<file path="config.mk">
export PLATFORM = sky130hd
export DESIGN_NAME = pipe_stage_reg
export DESIGN_NICKNAME = d
export VERILOG_FILES = /design/src/rtl/pipe_stage_reg_pkg.sv /design/src/rtl/pipe_stage_reg_tnew_counter.sv /design/src/rtl/pipe_stage_reg.sv
export SDC_FILE = /design/constraint.sdc
export NUM_CORES = 1
export LEC_CHECK = 0
export ABC_AREA = 1
export CORE_AREA = 8 8 137 171
export DETAILED_ROUTE_END_ITERATION = 10
export DIE_AREA = 0 0 145 179
export GPL_TIMING_DRIVEN = 0
export SKIP_LAST_GASP = 1
export SLEW_MARGIN = 20
export SYNTH_ARGS = -nofsm -noshare
export SYNTH_HDL_FRONTEND = slang
export SYNTH_SLANG_ARGS = --single-unit
</file>
<file path="constraint.sdc">
create_clock -name clk -period 1.3 [get_ports clk]
set_clock_uncertainty 0.15 [all_clocks]
set_input_delay 0.26 -clock clk [delete_from_list [all_inputs] [get_ports clk]]
set_output_delay 0.26 -clock clk [all_outputs]
set_load 0.01 [all_outputs]
</file>
<file path="src/rtl/pipe_stage_reg_pkg.sv">
// pipe_stage_reg_pkg: shared instruction-type codes and default widths for the pipeline registers
package pipe_stage_reg_pkg;
   localparam int          TNEW_W_DEF   = 3;
   localparam int          TYPE_W_DEF   = 8;
   localparam logic [31:0] PC_RESET_DEF = 32'h0000_3000;
   localparam logic [7:0]  TYPE_NOP     = 8'h3F;
endpackage

</file>
<file path="src/rtl/pipe_stage_reg_tnew_counter.sv">
// tnew_counter: registered saturating down-counter tracking cycles until a result is produced
import pipe_stage_reg_pkg::*;

module tnew_counter #(
   parameter int TNEW_W = TNEW_W_DEF
) (
   input  logic              clk,
   input  logic              reset_n,
   input  logic              load,
   input  logic [TNEW_W-1:0] load_val,
   input  logic              clear,
   output logic [TNEW_W-1:0] cnt_o
);
   logic [TNEW_W-1:0] cnt_d, cnt_q, src;

   // a freshly loaded value is already one stage further on, so it is decremented too
   always_comb begin
      src   = load ? load_val : cnt_q;
      cnt_d = clear ? '0 : (src == '0) ? '0 : src - TNEW_W'(1);
   end

   always_ff @(posedge clk or negedge reset_n)
      if (!reset_n) cnt_q <= '0;
      else          cnt_q <= cnt_d;

   assign cnt_o = cnt_q;
endmodule

</file>
<file path="src/rtl/pipe_stage_reg.sv">
// pipe_stage_reg: inter-stage pipeline register with hold, flush, Tnew countdown and forward-ready flag
import pipe_stage_reg_pkg::*;

module pipe_stage_reg #(
   parameter int                DATA_W   = 32,
   parameter int                NUM_DATA = 2,
   parameter int                CTRL_W   = 4,
   parameter int                TYPE_W   = TYPE_W_DEF,
   parameter int                TNEW_W   = TNEW_W_DEF,
   parameter logic [31:0]       PC_RESET = PC_RESET_DEF,
   parameter logic [TYPE_W-1:0] NOP_TYPE = TYPE_W'(TYPE_NOP)
) (
   input  logic                       clk,
   input  logic                       reset_n,
   input  logic                       en,
   input  logic                       flush,
   input  logic [31:0]                pc_i,
   input  logic [NUM_DATA*DATA_W-1:0] data_i,
   input  logic [CTRL_W-1:0]          ctrl_i,
   input  logic [TYPE_W-1:0]          type_i,
   input  logic [TNEW_W-1:0]          tnew_i,
   input  logic [4:0]                 wr_i,
   input  logic [4:0]                 addr_i,
   output logic [31:0]                pc_o,
   output logic [NUM_DATA*DATA_W-1:0] data_o,
   output logic [CTRL_W-1:0]          ctrl_o,
   output logic [TYPE_W-1:0]          type_o,
   output logic [TNEW_W-1:0]          tnew_o,
   output logic [4:0]                 wr_o,
   output logic [4:0]                 addr_o,
   output logic                       valid_o,
   output logic                       ready_o,
   output logic [7:0]                 hold_cnt_o
);
   logic [31:0]                pc_d, pc_q;
   logic [NUM_DATA*DATA_W-1:0] data_d, data_q;
   logic [CTRL_W-1:0]          ctrl_d, ctrl_q;
   logic [TYPE_W-1:0]          type_d, type_q;
   logic [4:0]                 wr_d, wr_q, addr_d, addr_q;
   logic                       valid_d, valid_q;
   logic [7:0]                 hold_d, hold_q;

   tnew_counter #(.TNEW_W(TNEW_W)) u_tnew (
      .clk      (clk),
      .reset_n  (reset_n),
      .load     (en),
      .load_val (tnew_i),
      .clear    (flush),
      .cnt_o    (tnew_o)
   );

   // a bubble keeps the upstream PC so later exception logic can attribute it
   always_comb begin
      pc_d    = (flush || en) ? pc_i : pc_q;
      data_d  = flush ? '0 : en ? data_i : data_q;
      ctrl_d  = flush ? '0 : en ? ctrl_i : ctrl_q;
      type_d  = flush ? NOP_TYPE : en ? type_i : type_q;
      wr_d    = flush ? '0 : en ? wr_i : wr_q;
      addr_d  = flush ? '0 : en ? addr_i : addr_q;
      valid_d = flush ? 1'b0 : en ? 1'b1 : valid_q;
      hold_d  = (flush || en) ? 8'd0 : (hold_q == 8'hFF) ? hold_q : hold_q + 8'd1;
   end

   always_ff @(posedge clk or negedge reset_n)
      if (!reset_n) begin
         pc_q    <= PC_RESET;
         data_q  <= '0;
         ctrl_q  <= '0;
         type_q  <= NOP_TYPE;
         wr_q    <= '0;
         addr_q  <= '0;
         valid_q <= 1'b0;
         hold_q  <= '0;
      end else begin
         pc_q    <= pc_d;
         data_q  <= data_d;
         ctrl_q  <= ctrl_d;
         type_q  <= type_d;
         wr_q    <= wr_d;
         addr_q  <= addr_d;
         valid_q <= valid_d;
         hold_q  <= hold_d;
      end

   assign pc_o       = pc_q;
   assign data_o     = data_q;
   assign ctrl_o     = ctrl_q;
   assign type_o     = type_q;
   assign wr_o       = wr_q;
   assign addr_o     = addr_q;
   assign valid_o    = valid_q;
   assign hold_cnt_o = hold_q;
   assign ready_o    = valid_q && (wr_q != 5'd0) && (tnew_o == '0);
endmodule

</file>
==> flow_summary.toml <==
[run_status]
status = "finished, violations left"
violations = "negative hold slack, negative setup slack"

[cts]
clkTransAtPathRegs_ps = 60
cts_max_path_buffers = 2
cts.sinks = 130
cts_tree = "built"
insertion_delay_ps = 410
cts_root_buf = "clkbuf_16"
cts_made_buffers = 17
htreeDepth = 4

[routing]
drcViolationCount = 0
wl_um = 17920
ant_nets = 0
num_vias = 4496
detail_route.vias_per_cell = 4.206
drt_iter0_markers = 132
avgRoutedWirePerCell_um = 16.76
firstDrtPassIters = 4

[logic_synthesis]
synth_warnings = 0
synthCells = 423
ys_seq_area_frac = 0.6675
syn_area_mm2 = 0.004888
synth_top_cell_by_area = "dfrtp_1"
synth_top_area_frac = 0.6245
synth_area_per_cell_um2 = 11.56
yosys-top-cells-area = "dfrtp_1 (62%), a22o_1 (14%), nand2_1 (9.7%)"
synth.distinct_cells = 21
synth_fp_nets = 549
synth-seq-cells = 130

[layout]
fillCellCount = 2012
final_cell_mix = "dfrtp_1 (122), nand2_1 (121), clkdlybuf4s50_1 (121)"
final_core_utilization = 0.4406
final_cell_count_no_fill = 1069
layout.nets = 907
area_delta_synth_final_pct = 85.62
final_common_cell = "dfrtp_1"
drive_above_1_share = 0.3917
finalInstanceArea_mm2 = 0.009074

[power_and_ir_drop]
power.leakage_uw = 0.004590
p_per_area_mw_per_mm2 = 1254
irDropWorstVdd_v = 0.0008037

[worst_setup_path]
crit_chain = "nor3_4, nand3_2, nand3_2, inv_2, buf_6"
criticalPathCategory = "flip-flop to output port"
crit_family = "flip-flops"
critPathBufInv = 2
cp.arrival_ps = 1410
cp.required_ps = 890
max_stage_delay_ps = 420
start_kind = "flip-flop"
cp_slowest_cell = "dfrtp_1"
crit_top_cell = "nand3_2"
critical_path.endpoint_type = "output port"
critPathMaxFanout = 2

[floorplan]
core_mm2 = 0.02060
die_w_um = 145
row_count = 59
die_area_mm2 = 0.02596
fp.dieH_um = 179
start_util = 0.2373
io_pins = 256

[global_routing]
grt_usage = 0.1339
antenna_found_initial = 1
grt_pass1_vias = 4794
grt_pass1_wl_um = 27370
grt_max_degree = 67
grt_overflow_total = 0

[placement]
placed_cell_area_mm2 = 0.007841
dpl.cell_count = 953
portBuffers = 255
dp_hpwl_um = 12770
place_congestion = 0.7408

[sta]
rsz0062_at_grt = "yes"
finalSetupViolations = 136
post-route-period-util = 1.397
max-slew-margin-rel = 0.6442
worst_slack_ps = -515.5
worst_pin_slew_ps = 533.7
slew_viol_final = 0
fmaxAchievable_mhz = 550.8
hold_viol = 63
timing.hold.ws_ps = -375.5
finalCriticalPeriod_ps = 1815

[worst_hold_path]
hp-class = "primary input to asynchronous set/reset pin"

[job]
cap_viol_max_count = 0
[report_power, final]
part	total (µW)	internal [µW]	leakage, µW	switching, µW
Combinational	1750	1040	0.00262	712
Sequential	4460	4300	0.00167	158
Clock	5170	3240	0.000302	1930
[routing by layer]
layer | up-vias | GRT usage | share of wire | wire length, µm
met3 | 12 | 0.05278 | 0.078 | 1395
met2 | 165 | 0.2174 | 0.49 | 8785
li1 | 2163 | - | - | -
met5 | - | 0 | 0 | 0
met1 | 2156 | 0.1600 | 0.42 | 7561
met4 | 0 | 0.04348 | 0.0099 | 178
[area by class of cell]
type | count | area (µm²) | share of cell area
repair buffers | 339 | 3049 | 0.3360
multi-input cells | 251 | 1562 | 0.1721
clock inverters | 14 | 201.4 | 0.02220
inverters | 17 | 66.31 | 0.007308
clock buffers | 18 | 429.2 | 0.04730
well taps | 274 | 342.8 | 0.03778
flip-flops and latches | 130 | 3263 | 0.3596
diodes | 1 | 2.502 | 0.0002758
plain buffers | 25 | 157.7 | 0.01737
[state kept, by name, summed over array words and instances, names as in the netlist]
register	count
type_o	8
ctrl_o	4
data_o	64
addr_o	5
pc_o	32
valid_o	1
u_tnew.cnt_o	3
hold_cnt_o	8
wr_o	5
[kinds of logic (layout without fill, tap and decap cells)]
family,after synthesis,in the layout,share of synthesized area
adders and majority gates,1,1,0.002559
AOI/OAI and AO/OA,92,92,0.1589
and+or+nand+nor,158,158,0.1285
other,0,1,0
buffers and inverters,42,413,0.04249
DFF,130,130,0.6675
[cells in the mapped netlist]
library cell and number:
nand2_1 126, dfrtp_1 122, a22o_1 77, buf_2 19
inv_1 17, nand3_1 15, nor2_1 11, dfstp_2 8
o21ai_0 6, o22a_1 6, buf_6 3, nor3_1 3
clkbuf_1 2, a21oi_1 1, buf_4 1, ha_1 1
nand4_1 1, nor2_4 1, o21bai_1 1, o31ai_1 1
or2_2 1
[timing repair]
action / 4_1_cts / 5_1_grt
endpoints found under the setup margin: 257 / 153
endpoints found under the hold margin: 63 / 63
resized for setup: 625 / 44
buffers inserted: 55 / 32
pin swaps: 8 / 14
[per-stage QoR]
step	setup slack (ps)	TNS, ps	hold WS [ps]	power, µW
2_1_floorplan	-39.98	-78.29	-185.6	4976
3_3_place_gp	-5722	-819370	306.5	6097
3_5_place_dp	-775.1	-93290	92.78	6120
4_1_cts	-602.9	-11950	-365.5	11430
5_1_grt	-622.4	-13810	-356.7	11900
6_report	-515.5	-7652	-375.5	11380
[worst reg2reg max path: stages, from the launching register on]
cell,delay (ps)
dfrtp_1,400
buf_6,140
ha_4,160
nand2_4,80
nor2_4,50
or2_4,230
nand3_2,50
nand2_1,40
[final timing paths]
path                                     from       endpoint  slack, ps  cells past startpoint
worst max-delay path                  wr_o[0]        ready_o       -520                      5
worst min-delay path                  reset_n     data_o[24]       -380                      1
worst max register to register  hold_cnt_o[1]  hold_cnt_o[4]       -110                      7
worst min register to register        pc_o[8]        pc_o[8]        330                      2
max in group asynchronous             reset_n      type_o[0]        600                      2
min in group clk                        flush        valid_o        160                      2
Power figures use the tool's default switching activity.
==> RTL edit, RTL diff (config.mk and constraints unchanged) <==
`data_q` no longer has a reset.
--- a/src/rtl/pipe_stage_reg.sv
+++ b/src/rtl/pipe_stage_reg.sv
@@ -64,7 +64,6 @@
    always_ff @(posedge clk or negedge reset_n)
       if (!reset_n) begin
          pc_q    <= PC_RESET;
-         data_q  <= '0;
          ctrl_q  <= '0;
          type_q  <= NOP_TYPE;
          wr_q    <= '0;
@@ -73,7 +72,6 @@
          hold_q  <= '0;
       end else begin
          pc_q    <= pc_d;
-         data_q  <= data_d;
          ctrl_q  <= ctrl_d;
          type_q  <= type_d;
          wr_q    <= wr_d;
@@ -81,6 +79,10 @@
          valid_q <= valid_d;
          hold_q  <= hold_d;
       end
+
+   always_ff @(posedge clk) begin
+      data_q <= data_d;
+   end
 
    assign pc_o       = pc_q;
    assign data_o     = data_q;
Check against the original RTL: not equivalent (a bounded check fails within 4 cycles, from zero or initial values and one cycle with reset_n low).
==> RTL edit against the original RTL <==
The flow finishes with violations (negative setup slack). Worst setup slack gained 0.12 ns. Total power decreased by 2.6%. Routed wire length is 1.8% higher. Critical endpoint unchanged. Sequential cell count stayed put. Synthesized area shrank 1.1%. Critical path depth is the same. Final area is 1.9% lower. Utilization fell by 0.83 points.
==> RTL edit: results (changes against the original RTL) <==
stage	metric	value	unit	change
global_route	met2 Use GR	23.2	%	was 21.7%
place	DP Cell Count	1087		was 953
run_status	status	complete, but fails checks		unchanged
global_route	largest net degree at the start of global routing	51		was 67
sta	final hold slack	0.0289	ns	was -0.375 ns
drt	met3 WL	1950	um	was 1400 um
drt	1st-iter DRT viols	133		was 132
synthesis	Post-Syn Instances	558		was 423
drt	DR top layer	met5		was met4
synthesis	predominant post-synthesis flop cell	dfxtp_1		was dfrtp_1
place	dpl ws	-0.790	ns	was -0.775 ns
pwr	Leakage	0.00417	uW	was 0.00459 uW
sta	final setup vio count	74		was 136
drt	Avg WL per Cell	15.6	um	was 16.8 um
pwr	peak supply drop	0.771	mV	was 0.804 mV
sta	actual slew at the worst max-slew pin	0.451	ns	was 0.534 ns
global_route	met3 usage	7.35	%	was 5.28%
drt	met2 WL	8590	um	was 8790 um
final_layout	ANT cells	0		was 1
synthesis	Synth area leaders	dfrtp_1 30%, dfxtp_1 27%, nor2_1 11%, nand2_1 9.7%, o21ai_0 7.3%		was dfrtp_1 62%, a22o_1 14%, nand2_1 9.7%, dfstp_2 4.3%, buf_2 1.9%
pwr	Internal Power	8200	uW	was 8580 uW
worst_setup_path	Setup crit start	wr_o[1]$_DFFE_PN0N_		was wr_o[0]$_DFFE_PN0N_
worst_hold_path	HP Class	input pin to flop		was input pin to asynchronous set/reset pin
synthesis	Synth Net Count	684		was 549
drt	met1 wire length	7550	um	was 7560 um
synthesis	Unique masters post-synth	23		was 21
run_status	failing checks	negative setup slack		was negative hold slack, negative setup slack
worst_setup_path	Reg-to-Reg End	hold_cnt_o[0]$_DFFE_PN0P_		was hold_cnt_o[4]$_DFFE_PN0P_
place	hpwl dp	13300	um	was 12800 um
synthesis	post-synthesis sequential area ratio	60.9	%	was 66.8%
clock_network	post_cts resized	667		was 625
global_route	met1 usage	15.6	%	was 16.0%
place	I/O Buffers	254		was 255
synthesis	top cells by count, synth	142 x nor2_1, 125 x nand2_1, 71 x o21ai_0		was 126 x nand2_1, 122 x dfrtp_1, 77 x a22o_1
final_layout	share of layout cells above drive strength 1	37.4	%	was 39.2%
global_route	GRT Total Usage	14.0	%	was 13.4%
global_route	global-route wire length before repair	28700	um	was 27400 um
worst_setup_path	CP max stage delay	0.40	ns	was 0.42 ns
worst_setup_path	crit path DAT	1.29	ns	was 1.41 ns
sta	setup_tns	-4.48	ns	was -7.65 ns
place	Placer Congestion	0.760		was 0.741
sta	Final WS setup	-0.398	ns	was -0.515 ns
-- RTL edit: kinds of logic after synthesis --
family	count (synthesis)	share of synthesized area (%)
simple gates	286	23.2
flops	130	60.9
compound gates	94	11.3
buf+inv	47	4.37
fa+ha+maj	1	0.259
-- RTL edit: layout make-up --
cell class / count / area, sq um / area share [%]
Clock inverter: 12 / 120 / 1.35
Buffer: 31 / 156 / 1.76
Clock buffer: 20 / 468 / 5.26
Sequential cell: 130 / 3030 / 34.0
Inverter: 16 / 60.1 / 0.675
Multi-Input combinational cell: 381 / 1780 / 20.0
Tap cell: 274 / 343 / 3.85
Timing Repair Buffer: 304 / 2950 / 33.1
-- RTL edit: power groups by stage --
stage	logic, uW	registers (uW)	clock network [uW]
2_1_floorplan	411	4640	0
3_3_place_gp	1690	4500	0
3_5_place_dp	1700	4510	0
4_1_cts	1680	4480	4950
5_1_grt	1970	4540	5140
6_report	1790	4500	4790
